$ cat src/rtl/conv1_frame_ctrl.sv
`timescale 1ns/1ps
// conv1_frame_ctrl
// Frame sequencer for one conv1 instance. A start pulse in IDLE launches a
// raster-order read of an IMG_IN_WIDTH x IMG_IN_WIDTH pixel frame from the
// pixel RAM. The pixels are streamed into conv1 while the controller counts
// conv1 output strobes. It finishes with a one-cycle done pulse, or it raises
// err_timeout if the results stop arriving.
//
// Optional build macro CONV1_FRAME_CTRL_PERF_EN adds the perf_cycles and
// perf_stall counters.
//
// Ports
//   clk               clock, rising edge
//   rst_n             synchronous reset, active-high (1 = reset)
//   start             one-cycle frame request, honoured only in IDLE
//   stall             holds pixel issue while high
//   pix_rd_en/addr    pixel RAM read strobe and address
//   pix_rd_data       RAM data, one cycle after pix_rd_en
//   cnn_data_in       pixel to conv1
//   cnn_data_in_valid pixel valid to conv1
//   img_in_en         frame-active enable to conv1
//   conv_out_valid    conv1 result strobe
//   busy              high outside IDLE
//   done              one-cycle completion pulse
//   err_timeout       sticky drain timeout flag
//   out_cnt           conv1 results counted this frame
//   perf_cycles       (PERF_EN) start-to-done cycles, inclusive
//   perf_stall        (PERF_EN) FETCH cycles spent stalled
module conv1_frame_ctrl #(
  parameter int IMG_IN_WIDTH  = 27,
  parameter int KERNEL_WIDTH  = 5,
  parameter int ADDR_W        = 10,
  parameter int DRAIN_TIMEOUT = 64
) (
  input  logic              clk,
  input  logic              rst_n,
  input  logic              start,
  input  logic              stall,
  output logic              pix_rd_en,
  output logic [ADDR_W-1:0] pix_rd_addr,
  input  logic [7:0]        pix_rd_data,
  output logic [7:0]        cnn_data_in,
  output logic              cnn_data_in_valid,
  output logic              img_in_en,
  input  logic              conv_out_valid,
  output logic              busy,
  output logic              done,
  output logic              err_timeout,
  output logic [ADDR_W-1:0] out_cnt
`ifdef CONV1_FRAME_CTRL_PERF_EN
  ,
  output logic [31:0]       perf_cycles,
  output logic [15:0]       perf_stall
`endif
);

  localparam int NPIX    = IMG_IN_WIDTH * IMG_IN_WIDTH;
  localparam int NOUT    = (IMG_IN_WIDTH - KERNEL_WIDTH + 1) * (IMG_IN_WIDTH - KERNEL_WIDTH + 1);
  localparam int DRAIN_W = $clog2(DRAIN_TIMEOUT + 1);

  localparam logic [ADDR_W-1:0]  LAST_ADDR  = ADDR_W'(NPIX - 1);
  localparam logic [ADDR_W-1:0]  NOUT_C     = ADDR_W'(NOUT);
  localparam logic [DRAIN_W-1:0] DRAIN_LAST = DRAIN_W'(DRAIN_TIMEOUT - 1);

  typedef enum logic [1:0] {S_IDLE, S_FETCH, S_DRAIN, S_DONE} state_t;

  state_t              state_q;
  logic [ADDR_W-1:0]   rd_ptr_q;
  logic [ADDR_W-1:0]   out_cnt_q, out_cnt_d;
  logic [DRAIN_W-1:0]  drain_cnt_q;
  logic                vld_p1_q;
  logic                img_en_q;
  logic                err_q;
  logic                rd_issue, last_issue, cnt_full, drain_expire;

  // Result counter stops at NOUT so late strobes cannot overrun it.
  function automatic logic [ADDR_W-1:0] sat_cnt_inc(input logic [ADDR_W-1:0] v);
    return (v == NOUT_C) ? v : v + 1'b1;
  endfunction

  // Stage p0: issue decision. Stall acts in the same cycle, so the read
  // strobe is decoded from state rather than registered ahead of time.
  assign rd_issue     = (state_q == S_FETCH) && !stall;
  assign last_issue   = rd_issue && (rd_ptr_q == LAST_ADDR);
  assign drain_expire = (drain_cnt_q == DRAIN_LAST);

  always_comb begin
    out_cnt_d = out_cnt_q;
    if (state_q != S_IDLE && conv_out_valid)
      out_cnt_d = sat_cnt_inc(out_cnt_q);
  end

  // Include this cycle's strobe so completion is seen without an extra cycle.
  assign cnt_full = (out_cnt_d == NOUT_C);

  always_ff @(posedge clk) begin
    if (rst_n) begin
      state_q     <= S_IDLE;
      rd_ptr_q    <= '0;
      out_cnt_q   <= '0;
      drain_cnt_q <= '0;
      vld_p1_q    <= 1'b0;
      img_en_q    <= 1'b0;
      err_q       <= 1'b0;
    end else begin
      vld_p1_q  <= rd_issue;
      out_cnt_q <= out_cnt_d;
      unique case (state_q)
        S_IDLE: begin
          if (start) begin
            state_q   <= S_FETCH;
            rd_ptr_q  <= '0;
            out_cnt_q <= '0;
            err_q     <= 1'b0;
          end
        end
        S_FETCH: begin
          if (rd_issue) begin
            rd_ptr_q <= rd_ptr_q + 1'b1;
            // Rises together with the first pixel valid.
            img_en_q <= 1'b1;
          end
          if (last_issue) begin
            state_q     <= S_DRAIN;
            drain_cnt_q <= '0;
          end
        end
        S_DRAIN: begin
          drain_cnt_q <= drain_cnt_q + 1'b1;
          // Completion is tested first so it wins over a simultaneous timeout.
          if (cnt_full) begin
            state_q  <= S_DONE;
            img_en_q <= 1'b0;
          end else if (drain_expire) begin
            state_q  <= S_DONE;
            img_en_q <= 1'b0;
            err_q    <= 1'b1;
          end
        end
        S_DONE: begin
          state_q <= S_IDLE;
        end
        default: state_q <= S_IDLE;
      endcase
    end
  end

  // Stage p1: the RAM output register already delays data by one cycle, so
  // the valid register is the stage that aligns with it. Data is masked
  // while invalid so that idle or reset cycles present zero to conv1.
  assign cnn_data_in_valid = vld_p1_q;
  assign cnn_data_in       = vld_p1_q ? pix_rd_data : 8'd0;

  assign pix_rd_en   = rd_issue;
  assign pix_rd_addr = rd_ptr_q;
  assign img_in_en   = img_en_q;
  assign busy        = (state_q != S_IDLE);
  assign done        = (state_q == S_DONE);
  assign err_timeout = err_q;
  assign out_cnt     = out_cnt_q;

`ifdef CONV1_FRAME_CTRL_PERF_EN
  logic [31:0] perf_cyc_q;
  logic [15:0] perf_stl_q;

  function automatic logic [31:0] sat_inc32(input logic [31:0] v);
    return (v == '1) ? v : v + 1'b1;
  endfunction

  function automatic logic [15:0] sat_inc16(input logic [15:0] v);
    return (v == '1) ? v : v + 1'b1;
  endfunction

  // The acceptance cycle itself counts as 1; every busy cycle through DONE adds one.
  always_ff @(posedge clk) begin
    if (rst_n) begin
      perf_cyc_q <= '0;
      perf_stl_q <= '0;
    end else if (state_q == S_IDLE && start) begin
      perf_cyc_q <= 32'd1;
      perf_stl_q <= '0;
    end else if (state_q != S_IDLE) begin
      perf_cyc_q <= sat_inc32(perf_cyc_q);
      if (state_q == S_FETCH && stall)
        perf_stl_q <= sat_inc16(perf_stl_q);
    end
  end

  assign perf_cycles = perf_cyc_q;
  assign perf_stall  = perf_stl_q;
`endif

endmodule

$ cat config.mk
export PLATFORM = sky130hd
export DESIGN_NAME = conv1_frame_ctrl
export DESIGN_NICKNAME = d
export VERILOG_FILES = /design/src/rtl/conv1_frame_ctrl.sv
export SDC_FILE = /design/constraint.sdc
export NUM_CORES = 1
export LEC_CHECK = 0
export CORE_ASPECT_RATIO = 2
export CORE_UTILIZATION = 44
export DETAILED_ROUTE_END_ITERATION = 7
export HOLD_SLACK_MARGIN = 0.1
export PLACE_DENSITY = 0.86
export SYNTH_ARGS = -nofsm -noshare
export SYNTH_HDL_FRONTEND = slang
export SYNTH_SLANG_ARGS = --single-unit
$ cat constraint.sdc
create_clock -name clk -period 2.03 [get_ports clk]
set_input_delay 0.406 -clock clk [delete_from_list [all_inputs] [get_ports clk]]
set_output_delay 0.406 -clock clk [all_outputs]
set_load 0.005 [all_outputs]
Yosys cells after proc, flatten, opt, wreduce, memory -nomap -nowiden
Cells that the tools add are included.
{ "word_totals": {"inputBits": 13, "output_inout_bits": 34, "register_bits": 32, "elab_cells": 60} }
{ "op_classes": {"eq_ne": 13, "n_reduce_logical": 14, "n_mux": 23, "add_sub_neg": 3} }
{ "op_table": {"columns": ["op", "count"], "rows": [
  ["10-bit 2-to-1 mux", 6],
  ["10-bit equality test, second input constant", 3],
  ["10-bit by 1-bit adder with 10-bit output, second input constant", 2],
  ["10-bit case mux with 2 select lines", 1],
  ["7-bit case mux with 2 select lines", 1],
  ["2-bit != test, second input constant", 5],
  ["3-bit AND reduction", 3],
  ["2-bit 2-to-1 mux", 4],
  ["8-bit 2-to-1 mux", 1],
  ["2-bit case mux with 4 select lines", 1],
  ["2-bit nonzero test", 4],
  ["7-bit by 1-bit adder with 7-bit output, second input constant", 1],
  ["7-bit by 6-bit equality test with 1-bit output, second input constant", 1],
  ["7-bit 2-to-1 mux", 1],
  ["1-bit 2-to-1 mux", 6],
  ["2-bit equality test, second input constant", 2],
  ["1-bit case mux with 2 select lines", 2],
  ["4-bit AND reduction", 1],
  ["1-bit logical AND", 3],
  ["3-bit != test, second input constant", 1],
  ["2-bit by 1-bit equality test with 1-bit output, second input constant", 1],
  ["2-bit logical NOT", 1],
  ["2-bit AND reduction", 1],
  ["1-bit logical NOT", 1]
]} }

Longest topological paths before layout
{ "depth": {"depth_word": 6, "mapped_depth": 9, "depth_no_buf": 8} }

Worst setup path before layout
Ideal clock, no wire load.
{ "synth_path": {"kind": "register -> register", "start": "reg state_q[0]", "end": "reg state_q[0]", "path_buffers": 0, "setup_ns": 0.068, "period_less_slack_ns": 2.037, "path_stages_with_launch": 9, "setup_slack_ns": -0.007, "arrival_ns": 1.969, "cell_sequence": "dfxtp_1 > inv_1 > ha_1 > and4b_1 > nand3_2 > a2111oi_4 > o32ai_2 > o211a_1 > o2bb2ai_2"} }
{ "synth_via": {"elab_chain_len": 6} }
{ "synth_lines": {"columns": ["element", "line_no", "rtl"], "rows": [
  ["start, declared", "67", "state_t state_q;"],
  ["start signal, assigned", "98", "state_q <= S_IDLE;"],
  ["start signal, assigned", "111", "state_q <= S_FETCH;"],
  ["start signal, assigned", "124", "state_q <= S_DRAIN;"],
  ["2-bit nonzero test", "89", "if (state_q != S_IDLE && conv_out_valid)"],
  ["1-bit logical AND", "89", null],
  ["10-bit 2-to-1 mux", "89", null],
  ["10-bit equality test", "94", "assign cnt_full = (out_cnt_d == NOUT_C);"],
  ["2-bit 2-to-1 mux or 3-bit != test (tied branches)", null, null],
  ["2-bit case mux with 4 select lines or 3-bit AND reduction (tied branches)", null, null]
]} }
Parallel ways exist; a longest one is shown, timed or not.
A chain may end at the register's enable or synchronous reset.

Final worst setup path
{ "layout_path": {"start": "reg state_q[1]", "end": "reg state_q[0]"} }
The elaborated chain is that of the path after synthesis.

==> impl_results.md <==
* Outcome: finished, violations left
* Failing checks: setup timing
* Antenna diodes at 0
* Vias/cell at 5.52
* Die Width at 48.4 um
* Total routed wirelength at 5.44 mm
* Pins Over Slew Limit at 0
* Cell Area, Synth at 0.00189 mm^2
* Register area share after synthesis at 0.338
* CP startpoint: state_q[1]
* Fmax achieved at 490 MHz
* Syn Inst Count at 227
* Critical Path RT at 2.25 ns
* First-pass GRT wire length at 8.83 mm
* Antenna Nets Post-Route at 0
* Initial DRC Count at 50
* Sw frac at 0.329
* EDFF count, synth at 0
* Worst clock skew at 0.00672 ns
* Ranking of synthesized cells by area: dfxtp_1 34%, ha_1 5.9%, nor2_1 5.7%
* Die Ht at 94.8 um
* Fraction of layout cells with a size suffix above 1 at 0.195
* Startpoint class of the critical path: flip-flop
* Wire per inst at 15.1 um
* Pleak at 1.05 nW
* Mean Syn Cell Area at 8.35 um^2
* Max rail drop VDD at 0.000875 V
* RSZ-0062 raised after global routing: yes
* DRC viols at 0
* Yosys top cell area share at 0.338
* Final HPWL DP at 3.97 mm
* Slack of the critical path at -0.00888 ns
* Synth Flop Type: dfxtp_1
* CP endpoint kind: flip-flop
* Total CTS buffers at 5
* Share of flip-flops with an asynchronous set or reset at 0
* Final hold vios at 0
* CP Cell Sequence: inv_2 > ha_4 > and4b_1 > nand3_2 > a2111oi_4 > o32ai_2 > o211a_1 > o2bb2ai_2
* Die area at 0.00459 mm^2
* Worst Tran Pin Value at 0.394 ns
* Worst Path Buf+Inv at 1
* Row Count at 33
* Crit-path leading delay family: compound AO/OA/AOI/OAI gates
* Sum Neg Setup Slack at -0.0127 ns
* Max Fanout on Critical Path at 6
* Largest net degree at the start of global routing at 11
* Final setup vio count at 2
* CTS tree: built
* Crit path DAT at 2.26 ns
* Post-synthesis register bit count at 32
* 1st-pass router iterations at 4
* Post-layout nets at 329
* Final period utilization at 1.00
* Initial antenna violation count at 0
* Final Wtd Congestion at 0.899
* Crit Path Category: reg2reg
* Sequential share of power at 0.313
* Internal at 1.53 mW
* Min Clock Period, post-route at 2.04 ns
* Combinational share of power at 0.421
* Max stage delay on crit path at 0.36 ns
* Clk sinks at 32
* Port Buffers at 46
* P_sw at 0.748 mW
* Max transition margin at 0.735
* Unique masters post-synth at 46
* CTS max path bufs at 2
* Synth Net Count at 249
* Util after Layout at 0.673
* Vias at 1988
* Slowest CP cell: dfxtp_2
* Commonest cells after routing, fill and taps aside: 42 x clkdlybuf4s50_1, 33 x buf_4, 29 x nor2_1, 29 x dfxtp_1, 17 x nand2_1
* Core area at 0.00413 mm^2
* Root Buffer: clkbuf_8
* Clock slew at reported path FFs at 0.07 ns
* Hold Path Class: reg2reg
* Most common cell after layout, fill and taps aside: clkdlybuf4s50_1
* Reg2Reg Launch Point: state_q[1]
* Total power per unit cell area at 819 mW/mm^2
* Number of max-cap violations at 0
* Reg2reg setup slack at -0.009 ns
* Initial core utilization at 0.459
* Worst Hold Launch: err_timeout
* P&R area growth vs syn at 46.7%
* Yosys warns at 0
* Gr usage total at 0.255
* Clk pwr share at 0.266
* GR Overflow Total at 0
* Worst skew pair latency at 0.29 ns
* Vias in the first global route at 2034
* Io pins at 47
* H-tree depth at 2
* Leading area contributor after synthesis: dfxtp_1
==> cells by family (layout without fill, tap and decap cells) <==
group | count (synthesis) | in the layout | synth area share
flip-flops | 32 | 32 | 0.338
XOR/XNOR | 18 | 18 | 0.0832
buffers and inverters | 21 | 102 | 0.0581
multiplexers | 1 | 1 | 0.00528
adder cells (fa/ha/maj) | 9 | 9 | 0.0594
AND/OR/NAND/NOR | 107 | 107 | 0.302
AO/OA/AOI/OAI | 39 | 39 | 0.154
==> metal layers <==
layer	track usage	up-vias	share of wire
met2	0.531	78	0.58
met5	0	-	0
met3	0.0403	27	0.032
met1	0.200	931	0.33
li1	-	952	-
met4	0.199	0	0.058
==> final cells by class <==
type	instances	area [um^2]
tap	52	65.1
multi-input combinational	174	1190
timing repair buffer	79	711
sequential	32	644
clock buffer	6	72.6
clock inverter	2	35.0
fill	328	1350
inverter	15	56.3
==> metrics by stage <==
step	hold slack, ns	power [mW]	std cells	instance area, um^2	setup WS [ns]
floorplan	0.459	1.16	227	1890	0.00389
CTS	0.491	2.27	359	2740	0.00276
global placement	0.469	1.56	349	2590	-0.228
detailed placement	0.481	1.59	349	2590	-0.343
finish	0.490	2.28	360	2780	-0.00888
global route	0.514	2.40	360	2780	-0.111
==> worst min-delay path: stages, from the launching register on <==
cell,delay [ns]
dfxtp_1,0.33
inv_1,0.06
a211oi_1,0.05
==> cells in the mapped netlist, types with 2 or more instances <==
library cell  count
nor2_1           29
buf_4             2
nand4_1           8
and2b_1           2
buf_6             3
and2_1           10
a311oi_1          3
nand3b_1          2
o21ai_0           4
inv_1            14
and4b_1           3
xor2_1           12
and4_1            2
dfxtp_1          32
nand2b_1          2
o21ai_1           7
nor3_1            5
nand4b_1          2
nand3_1          10
or3_1             6
xnor2_1           6
and3_1            2
a21oi_1          12
ha_1              9
a211oi_1          2
nand2_1          18
==> state kept, by name (all words and copies together) (netlist names) <==
register	cells
err_timeout	1
cnn_data_in_valid	1
state_q	2
out_cnt	10
pix_rd_addr	10
img_in_en	1
drain_cnt_q	7
==> power by group through the flow <==
stage / Clock [mW] / Combinational, mW / Sequential, mW
floorplan: 0 / 0.434 / 0.724
global route: 0.646 / 1.04 / 0.717
finish: 0.606 / 0.959 / 0.712
global placement: 0 / 0.847 / 0.714
detailed placement: 0 / 0.872 / 0.714
CTS: 0.616 / 0.949 / 0.708
==> what timing repair did <==
action	in CTS	in global routing
hold buffers	0	0
endpoints found under the setup margin	10	10
pin swaps	3	3
resized for setup	9	10
buffers inserted	2	1
==> final timing paths <==
path	endpoint	cells after the start
max	state_q[0]	8
min	err_timeout	2
max reg2reg	state_q[0]	8
min reg2reg	err_timeout	2
Note: power is estimated with default switching activity, not from simulation.
